**src/rtl/apb_master_fsm_if.sv**
```systemverilog
// APB master bundle: local request side plus the APB bus and state observation.
// Latency: none, wiring only.
// Backpressure: pready from the slave stretches ACCESS; nothing flows back to the requester.
interface apb_master_fsm_if #(
    parameter int ADDR_WIDTH = 8,
    parameter int DATA_WIDTH = 8
);
    // local request side
    logic [DATA_WIDTH-1:0] data;
    logic [ADDR_WIDTH-1:0] addr;
    logic                  write_e;
    logic                  tr;
    // APB side
    logic                  psel;
    logic                  pready;
    logic [DATA_WIDTH-1:0] pdata;
    logic [ADDR_WIDTH-1:0] paddr;
    logic                  pwrite_e;
    logic                  penable;
    // observation
    logic [1:0]            present;
    logic [1:0]            next;

    modport master (
        input  data, addr, write_e, tr, psel, pready,
        output pdata, paddr, pwrite_e, penable, present, next
    );

    modport slave (
        output data, addr, write_e, tr, psel, pready,
        input  pdata, paddr, pwrite_e, penable, present, next
    );
endinterface

```
**src/rtl/apb_master_fsm.sv**
```systemverilog
// APB master sequencer: IDLE -> SETUP -> ACCESS, capturing addr/data/dir on SETUP entry.
// Latency: request seen in IDLE reaches SETUP on the next edge, ACCESS one edge later.
// Backpressure: pready low holds ACCESS indefinitely; tr is only sampled in IDLE or at ACCESS completion.
module apb_master_fsm #(
    parameter int ADDR_WIDTH = 8,
    parameter int DATA_WIDTH = 8
) (
    input  logic              clk,
    input  logic              reset,
    apb_master_fsm_if.master  bus
);

    localparam logic [1:0] ST_IDLE   = 2'd0;
    localparam logic [1:0] ST_SETUP  = 2'd1;
    localparam logic [1:0] ST_ACCESS = 2'd2;

    logic [1:0]            state_q,    state_d;
    logic [ADDR_WIDTH-1:0] paddr_q,    paddr_d;
    logic [DATA_WIDTH-1:0] pdata_q,    pdata_d;
    logic                  pwrite_e_q, pwrite_e_d;

    // psel is a reserved qualifier; it is deliberately kept out of every path
    logic psel_unused;
    assign psel_unused = bus.psel;

    // Next-state decode from the state register, tr and pready
    always_comb begin
        state_d = ST_IDLE;
        case (state_q)
            ST_IDLE:   state_d = bus.tr ? ST_SETUP : ST_IDLE;
            ST_SETUP:  state_d = ST_ACCESS;
            ST_ACCESS: begin
                if (!bus.pready) begin
                    state_d = ST_ACCESS;
                end else if (bus.tr) begin
                    state_d = ST_SETUP;
                end else begin
                    state_d = ST_IDLE;
                end
            end
            default:   state_d = ST_IDLE; // encoding 3 recovers to IDLE
        endcase
    end

    // Capture the request fields only when entering SETUP; otherwise hold
    always_comb begin
        paddr_d    = paddr_q;
        pdata_d    = pdata_q;
        pwrite_e_d = pwrite_e_q;
        if (state_d == ST_SETUP) begin
            paddr_d    = bus.addr;
            pdata_d    = bus.data;
            pwrite_e_d = bus.write_e;
        end
    end

    // State and bus registers; synchronous reset abandons any transfer in flight
    always_ff @(posedge clk) begin
        if (reset) begin
            state_q    <= ST_IDLE;
            paddr_q    <= '0;
            pdata_q    <= '0;
            pwrite_e_q <= 1'b0;
        end else begin
            state_q    <= state_d;
            paddr_q    <= paddr_d;
            pdata_q    <= pdata_d;
            pwrite_e_q <= pwrite_e_d;
        end
    end

    assign bus.present  = state_q;
    assign bus.next     = state_d;
    assign bus.penable  = (state_q == ST_ACCESS);
    assign bus.paddr    = paddr_q;
    assign bus.pdata    = pdata_q;
    assign bus.pwrite_e = pwrite_e_q;

endmodule

```
**src/flat_wrapper.sv**
```systemverilog
// flat-port wrapper written by rule: the top's interface ports become plain ports
module apb_master_fsm_flat 
#(
    parameter int ADDR_WIDTH = 8,
    parameter int DATA_WIDTH = 8
)
  (clk, reset, bus_data, bus_addr, bus_write_e, bus_tr, bus_psel, bus_pready, bus_pdata, bus_paddr, bus_pwrite_e, bus_penable, bus_present, bus_next);
  apb_master_fsm_if #(.ADDR_WIDTH(ADDR_WIDTH), .DATA_WIDTH(DATA_WIDTH)) bus_i ();
  input  logic clk;
  input  logic reset;
  input wire logic [$bits(bus_i.data)-1:0] bus_data;
  input wire logic [$bits(bus_i.addr)-1:0] bus_addr;
  input wire logic [$bits(bus_i.write_e)-1:0] bus_write_e;
  input wire logic [$bits(bus_i.tr)-1:0] bus_tr;
  input wire logic [$bits(bus_i.psel)-1:0] bus_psel;
  input wire logic [$bits(bus_i.pready)-1:0] bus_pready;
  output wire logic [$bits(bus_i.pdata)-1:0] bus_pdata;
  output wire logic [$bits(bus_i.paddr)-1:0] bus_paddr;
  output wire logic [$bits(bus_i.pwrite_e)-1:0] bus_pwrite_e;
  output wire logic [$bits(bus_i.penable)-1:0] bus_penable;
  output wire logic [$bits(bus_i.present)-1:0] bus_present;
  output wire logic [$bits(bus_i.next)-1:0] bus_next;
  assign bus_i.data = bus_data;
  assign bus_i.addr = bus_addr;
  assign bus_i.write_e = bus_write_e;
  assign bus_i.tr = bus_tr;
  assign bus_i.psel = bus_psel;
  assign bus_i.pready = bus_pready;
  assign bus_pdata = bus_i.pdata;
  assign bus_paddr = bus_i.paddr;
  assign bus_pwrite_e = bus_i.pwrite_e;
  assign bus_penable = bus_i.penable;
  assign bus_present = bus_i.present;
  assign bus_next = bus_i.next;
  apb_master_fsm #(.ADDR_WIDTH(ADDR_WIDTH), .DATA_WIDTH(DATA_WIDTH)) u_core (.clk(clk), .reset(reset), .bus(bus_i));
endmodule
```
**config.mk**
```make
export PLATFORM = sky130hd
export DESIGN_NAME = apb_master_fsm_flat
export DESIGN_NICKNAME = d
export VERILOG_FILES = /design/src/rtl/apb_master_fsm_if.sv /design/src/rtl/apb_master_fsm.sv /design/src/flat_wrapper.sv
export SDC_FILE = /design/constraint.sdc
export NUM_CORES = 1
export LEC_CHECK = 0
export CAP_MARGIN = 20
export CELL_PAD_IN_SITES_DETAIL_PLACEMENT = 1
export CELL_PAD_IN_SITES_GLOBAL_PLACEMENT = 2
export CORE_MARGIN = 4
export CORE_UTILIZATION = 22
export DETAILED_ROUTE_END_ITERATION = 8
export GPL_ROUTABILITY_DRIVEN = 0
export GPL_TIMING_DRIVEN = 0
export HOLD_SLACK_MARGIN = 0.1
export MAX_ROUTING_LAYER = met4
export PLACE_DENSITY_LB_ADDON = 0.1
export SLEW_MARGIN = 40
export SYNTH_ARGS = -nofsm -noshare
export SYNTH_HDL_FRONTEND = slang
export SYNTH_SLANG_ARGS = --single-unit
```
**constraint.sdc**
```tcl
create_clock -name clk -period 1.5 [get_ports clk]
set_clock_uncertainty 0.15 [all_clocks]
set_input_delay 0.225 -clock clk [delete_from_list [all_inputs] [get_ports clk]]
set_output_delay 0.225 -clock clk [all_outputs]
set_load 0.005 [all_outputs]
```
After elaboration in Yosys (flattened, before gate mapping)
Index checks and enable logic that the tools add are counted.
Cells by class
  $add $sub $neg: 0
  multipliers: 0
  divide/modulo/power cells: 0
  $lt $le $gt $ge: 0
  equality and inequality tests: 3
  shift-type cells: 0
  mux-type cells: 3
  bitwise gates (word level): 0
  reductions and logical operators: 1
Operators by type and width (count)
  2-bit one-hot mux with 3 select lines: 1
  2-bit by 1-bit equality test with 1-bit output, second input constant: 2
  2-bit equality test, second input constant: 1
  2-bit zero test: 1
  2-bit two-way mux: 1
  1-bit two-way mux: 1
Word-level totals
  register bits after elaboration: 19
  latch bits: 0
  RAM bits: 0
  bits in read-only memories: 0
  word-level logic and storage cells: 11
  memories: 0

Depth between registers and ports, before layout
Gate-level depths: netlist of run 1.
  depth in word-level cells: 4
  depth in mapped cells: 5
  gate-level depth less buffers: 3

Least setup slack after synthesis of run 1
OpenSTA, ideal clock, no wires.
  kind: reg-to-reg
  start: register u_core.state_q[1] (netlist: u_core.bus.present[1])
  end: register u_core.paddr_q[0] (netlist: u_core.bus.paddr[0])
  library setup time: 72 ps
  data arrival time: 1076 ps
  data required time: 1278 ps
  path slack: 202 ps
  cell stages (with the launch flop): 6
  path buffers: 2
  cells stage by stage: dfxtp_1 > nor2b_4 > nor3b_2 > buf_6 > buf_12 > mux2i_1
On the way
  word-level cells in the longest chain between the ends: 3
Ends and longest elaborated chain
  from (decl): RTL line apb_master_fsm.sv:17  | logic [1:0] state_q, state_d;
  from (signal assigned): RTL line apb_master_fsm.sv:65  | state_q <= state_d;
  2-bit equality test, or another cell as far along: RTL line apb_master_fsm.sv:29  | case (state_q)
  2-bit one-hot mux with 3 select lines (*): RTL line apb_master_fsm.sv:29
  net bus_next[0]: RTL line flat_wrapper.sv:22  | output wire logic [$bits(bus_i.next)-1:0] bus_next;
  2-bit by 1-bit equality test with 1-bit output (*): RTL line apb_master_fsm.sv:50  | if (state_d == ST_SETUP) begin
  to (signal assigned): RTL line apb_master_fsm.sv:66  | paddr_q <= paddr_d;
  to (decl): RTL line apb_master_fsm.sv:18  | logic [ADDR_WIDTH-1:0] paddr_q, paddr_d;
The timed path passes the listed nets; every way through them passes the cells marked *.
A chain may end at the register's enable or synchronous reset.

Worst setup path in the final report of run 1
  start: register u_core.state_q[1] (netlist: u_core.bus.present[1])
  end: output port bus_next[0]
On the way
  word-level cells in the longest chain between the ends: 2
Ends and longest elaborated chain (RTL line)
  2-bit equality test, or another cell as far along: apb_master_fsm.sv:29
  2-bit one-hot mux with 3 select lines (*): apb_master_fsm.sv:29
  to (decl): flat_wrapper.sv:22
Every way passes the cells marked *; elsewhere a longest branch is shown, timed or not.

==> flow_summary.yaml, run 1 <==
outcome:
  outcome: "finished clean"
drt:
  drc: 0
  vias_per_cell: 4.056
  wl_met3_um: 186
  drt_first_pass_iters: 4
  highest_layer: "met4"
  met2_length_um: 1111
  drt_iter0_markers: 11
  via_count: 718
  wl_um: 2229
  wl_per_cell_um: 12.59
  drtAntennaViolNets: 0
  met1_length_um: 901
setup_path:
  critPathSlowestCell: "dfxtp_2"
  ff2ff_path_depth: 5
  worstSetupStartpointType: "register"
  critical_path_buf_inv_count: 2
  regToRegSetupSlack_ns: 0.12
  path_cells: "nor2b_4 > nor3b_2 > buf_6 > buf_6"
  rr_startpoint: "u_core.bus.present[1]"
  endpoint_kind: "output port"
  slowest_delay_ns: 0.33
  rr_endpoint: "u_core.bus.pdata[6]"
  path_class: "register to output port"
  path_max_fanout: 4
  crit_family: "flip-flops"
  arrival_ns: 1.09
  cp.required_ns: 1.12
  cpMostUsedCell: "buf_6"
yosys:
  synth.ff_latch_count: 19
  seq_area_frac_synth: 0.4393
  netlist_area_um2: 865.8
  syn_nets: 104
  yosysUniqueCellTypes: 11
  syn_inst: 82
  syn_avg_cell_area_um2: 10.56
  yosys_warnings: 0
clocking:
  ctsHtreeMaxLevel: 1
  cts_buffers: 3
  cts_tree: "yes"
  worstSkewPairLatency_ns: 0.25
  clockBufferDepth: 2
  cts_hold_buf: 0
  clk_pin_slew_ns: 0.07
  clock-root-buffer: "clkbuf_8"
  cts_sinks: 19
floorplanning:
  rows: 22
  core-area_mm2: 0.003744
  dieArea_mm2: 0.005003
  ios: 44
  start_util: 0.2313
  die_w_um: 70.74
  die_h_um: 70.74
placed_design:
  place_inst: 172
  hpwl_um: 1629
  portBuffers: 42
  dpl_cell_area_mm2: 0.001346
global_routing:
  grt_remaining_overflow: 0
  antenna_found_initial: 0
  grt_pass1_wl_um: 3657
  track_usage: 0.09696
  grt_max_degree: 11
  first_global_vias: 779
run:
  cap_violations: 0
cells_and_area:
  design_area_mm2: 0.001424
  stdcell_count: 177
  num_antenna_cells: 0
  finish.utilization: 0.3803
  drive_above_1_share: 0.1473
  syn_to_final_growth_pct: 64.45
  finalNetCount: 152
  fillers: 433
sta:
  hold_viol: 0
  timing.final.crit_share: 0.9775
  rsz0062_at_grt: "yes"
  setup_viol: 0
  slew_headroom: 0.8264
  max_slew.worst_pin.slew_ns: 0.2596
  fin_crit_ns: 1.466
  fmax_mhz: 682.0
  drv_slew: 0
min_path:
  min_to: "u_core.bus.pdata[4]"
  hold_path.class: "register to register"
  hold_path_startpoint: "u_core.bus.pdata[4]"
  hold_depth: 2
power_and_ir_drop:
  power.density_mw_per_mm2: 809.5
  p_leak_nw: 0.7607
  peakVddDrop_uv: 424.5
## power by group
group / total [mW] / switching, mW / internal, mW
combinational: 0.244 / 0.0819 / 0.162
sequential: 0.559 / 0.0187 / 0.540
clock: 0.349 / 0.161 / 0.189
total: 1.15 / 0.261 / 0.891
## worst max-delay path by stage
stage / start / to / slack (ns) / cells past startpoint
floorplan: u_core.bus.present[1] / u_core.bus.paddr[0] / 0.20 / 5
detailed placement: bus_pready / bus_next[0] / -0.74 / 6
global placement: bus_pready / bus_next[0] / -0.73 / 6
global route: u_core.bus.present[1] / bus_next[0] / -0.07 / 4
finish: u_core.bus.present[1] / bus_next[0] / 0.03 / 4
CTS: u_core.bus.present[1] / bus_next[0] / -0.1 / 5
## synth_stat cells
library cell	n	share of area
clkbuf_1	3	0.013
mux2_2	1	0.013
buf_6	1	0.013
dfxtp_1	19	0.44
nor2_1	1	0.0043
buf_12	1	0.023
nand2b_1	34	0.25
nor2b_4	1	0.016
nor3b_2	1	0.014
mux2i_1	17	0.20
nor2b_1	3	0.022
## registers in the layout, summed over array words and instances (netlist names)
| signal | flops |
|---|---|
| u_core.bus.pdata | 8 |
| u_core.bus.present | 2 |
| u_core.bus.pwrite_e | 1 |
| u_core.bus.paddr | 8 |
## area by class of cell
class                   count  area (µm²)  share of cell area
plain buffers               4       26.28             0.01845
clock buffers               4       45.04             0.03163
multi-input cells          58       442.9              0.3111
flip-flops and latches     19       389.1              0.2733
well taps                  48       60.06             0.04218
repair buffers             44       460.4              0.3234
## cells by family (layout without fill, tap and decap cells)
family	after synthesis	count (layout)	synth area share
buffers and inverters	5	52	0.04913
DFF	19	19	0.4393
muxes	18	18	0.2095
and+or+nand+nor	40	40	0.3020
## layout by cell type, fill, tap and decap left out, drive strengths merged
cell type      Yosys  layout
buf                2       5
clkbuf             3       7
clkdlybuf4s50      0      24
dfxtp             19      19
dlygate4sd2        0       3
dlymetal6s2s       0      13
mux2               1       1
mux2i             17      17
nand2b            34      34
nor2               1       1
nor2b              4       4
nor3b              1       1
## worst reg2reg max path, stage by stage (launching register included)
cell	delay, ns
dfxtp_2	0.33
nor2b_4	0.12
nor3b_2	0.17
buf_6	0.13
buf_4	0.19
mux2i_1	0.21
## per-layer routing
layer / vias to the layer above / track usage
met5: - / -
met1: 330 / 0.1080
met3: 5 / 0.03835
met2: 28 / 0.1555
met4: 0 / 0.03758
li1: 355 / -
## metrics by stage
stage	TNS [ns]	hold WS [ns]	power (mW)	setup slack, ns
6_report	0	0.3227	1.153	0.03373
5_1_grt	-0.1045	0.3396	1.224	-0.06709
4_1_cts	-0.1694	0.3308	1.202	-0.09979
3_5_place_dp	-5.468	0.3190	0.8349	-0.7419
3_3_place_gp	-5.161	0.3082	0.8287	-0.7321
2_1_floorplan	0	0.2297	0.6766	0.2022
## repair_timing
action / 4_1_cts / 5_1_grt
gates resized for setup: 14 / 23
setup endpoints to repair: 11 / 31
setup buffers: 2 / 0
pin swaps: 1 / 1
cloned: 0 / 0
No activity file was read; power rests on OpenSTA's default activity.
==> run 2: changes to the inputs <==
--- a/config.mk
+++ b/config.mk
@@ -11,7 +11,6 @@
 export CORE_MARGIN = 4
 export CORE_UTILIZATION = 22
 export DETAILED_ROUTE_END_ITERATION = 8
-export GPL_ROUTABILITY_DRIVEN = 0
 export GPL_TIMING_DRIVEN = 0
 export HOLD_SLACK_MARGIN = 0.1
 export MAX_ROUTING_LAYER = met4
==> results of run 2 <==
No change in the layout: final DEF, timing and power equal those of run 1.
==> run 3: changes to the inputs <==
--- a/config.mk
+++ b/config.mk
@@ -8,8 +8,9 @@
 export CAP_MARGIN = 20
 export CELL_PAD_IN_SITES_DETAIL_PLACEMENT = 1
 export CELL_PAD_IN_SITES_GLOBAL_PLACEMENT = 2
+export CORE_ASPECT_RATIO = 1.25
 export CORE_MARGIN = 4
-export CORE_UTILIZATION = 22
+export CORE_UTILIZATION = 24
 export DETAILED_ROUTE_END_ITERATION = 8
 export GPL_TIMING_DRIVEN = 0
 export HOLD_SLACK_MARGIN = 0.1
==> constraint.sdc (replaced) <==
create_clock -name clk -period 1.7 [get_ports clk]
set_clock_uncertainty 0.15 [all_clocks]
set_input_delay 0.255 -clock clk [delete_from_list [all_inputs] [get_ports clk]]
set_output_delay 0.255 -clock clk [all_outputs]
set_load 0.005 [all_outputs]
==> flow_summary.yaml, run 3 (synthesized netlist as in run 1, its figures left out) <==
outcome:
  outcome: "finished clean"
setup_path:
  path_class: "register to output port"
  path_max_fanout: 3
  worstSetupStartpointType: "register"
  endpoint_kind: "output port"
  arrival_ns: 1.21
  critPathSlowestCell: "dfxtp_2"
  path_cells: "mux2_2 > dlygate4sd2_1"
  cp.required_ns: 1.29
  slowest_delay_ns: 0.35
floorplanning:
  rows: 24
  dieArea_mm2: 0.004639
  start_util: 0.2486
  die_w_um: 61.72
  die_h_um: 75.16
  core-area_mm2: 0.003483
  ios: 44
power_and_ir_drop:
  power.density_mw_per_mm2: 748.2
  p_leak_nw: 0.5525
  peakVddDrop_uv: 329.3
cells_and_area:
  finalNetCount: 155
  fillers: 416
  finish.utilization: 0.3994
  layout_common_cells: "clkdlybuf4s50_1 (38), nand2b_1 (34), mux2i_1 (17), dfxtp_1 (17), buf_4 (5)"
  multi_input_area_um2: 442.9
  num_antenna_cells: 0
  design_area_mm2: 0.001391
  drive_above_1_share: 0.1136
  syn_to_final_growth_pct: 60.69
  layout_commonest_cell: "clkdlybuf4s50_1"
  seq_area_um2: 382.9
clocking:
  cts_buffers: 3
  cts_hold_buf: 0
  clock-root-buffer: "clkbuf_8"
  ctsHtreeMaxLevel: 1
  clockBufferDepth: 2
  cts_sinks: 19
  clk_pin_slew_ns: 0.07
  worstSkewPairLatency_ns: 0.25
  cts_tree: "yes"
global_routing:
  track_usage: 0.1067
  grt_pass1_wl_um: 3505
  antenna_found_initial: 0
  first_global_vias: 760
  grt_remaining_overflow: 0
  grt_max_degree: 12
sta:
  finalSetupTns_ns: 0
  timing.final.crit_share: 0.9485
  setup_viol: 0
  fin_crit_ns: 1.613
  fmax_mhz: 620.1
  max_slew.worst_pin.slew_ns: 0.3930
  slew_headroom: 0.7380
  hold_viol: 0
  rsz0062_at_grt: "no"
  drv_slew: 0
drt:
  wl_um: 2199
  vias_per_cell: 4.234
  drc: 0
  drt_iter0_markers: 12
  drt_first_pass_iters: 2
  drtAntennaViolNets: 0
  wl_per_cell_um: 12.86
  via_count: 724
placed_design:
  dpl_cell_area_mm2: 0.001335
  gp_congestion: 0.5636
  portBuffers: 42
min_path:
  hold_path.class: "register to register"
run:
  cap_violations: 0
==> run 3: cell types whose count changed in the layout (fill, tap and decap cells not counted) <==
| cell | change |
|---|---|
| dfxtp_2 | -2 |
| buf_4 | +3 |
| dlymetal6s2s_1 | -13 |
| clkdlybuf4s50_1 | +14 |
| dfxtp_4 | -1 |
| clkbuf_1 | +3 |
| dfxtp_1 | +3 |
| buf_6 | -1 |
| clkbuf_2 | -3 |
==> run 3: worst paths after layout <==
kind	from	end	slack, ns	cells past startpoint
worst max-delay path	u_core.bus.present[1]	bus_next[1]	0.09	2
worst min-delay path	u_core.bus.pdata[3]	u_core.bus.pdata[3]	0.33	2
worst max register to register	u_core.bus.present[1]	u_core.bus.pdata[5]	0.31	5
worst min register to register	u_core.bus.pdata[3]	u_core.bus.pdata[3]	0.33	2
==> run 3: report_power, final <==
part           leakage (nW)  switching (mW)  internal (mW)
Combinational         0.373          0.0733          0.154
Clock                0.0228           0.154          0.167
Sequential            0.157          0.0171          0.477
Total                 0.552           0.244          0.797
==> run 3: metal layers <==
layer  part of all wire  track usage  vias to the layer above
met1               0.42       0.1202                      336
met5                  0            -                        -
li1                   -            -                      361
met2               0.50       0.1735                       25
met3              0.077      0.02744                        2
met4             0.0091      0.04953                        0
==> run 3: final cells by class <==
class                           instances  share of cell area
Timing Repair Buffer                   47              0.3228
Multi-Input combinational cell         58              0.3183
Sequential cell                        19              0.2752
Tap cell                               39             0.03507
Clock buffer                            4             0.03237
Buffer                                  4             0.01619
==> run 3: metrics by stage <==
step           cells  worst slack, ns  total power, mW  hold WS, ns
2_1_floorplan     82           0.3763           0.5970       0.2597
3_3_place_gp     163          -0.5968           0.7314       0.3076
3_5_place_dp     163          -0.5902           0.7357       0.3131
4_1_cts          168          0.03425            1.056       0.3325
5_1_grt          171          0.02251            1.105       0.3481
6_report         171          0.08748            1.041       0.3257
==> run 3: repair_timing <==
| action | in CTS | in global routing |
|---|---|---|
| buffers inserted | 2 | 3 |
| endpoints found under the hold margin | 0 | 0 |
| endpoints found under the setup margin | 3 | 1 |
| pin swaps | 1 | 0 |
| gates resized for setup | 9 | 0 |
==> run 3: critical path, delay by kind of cell (launching register included) <==
kind,cells,cell delay [ns]
mux,1,0.34
flops,1,0.35
buf+inv,1,0.26
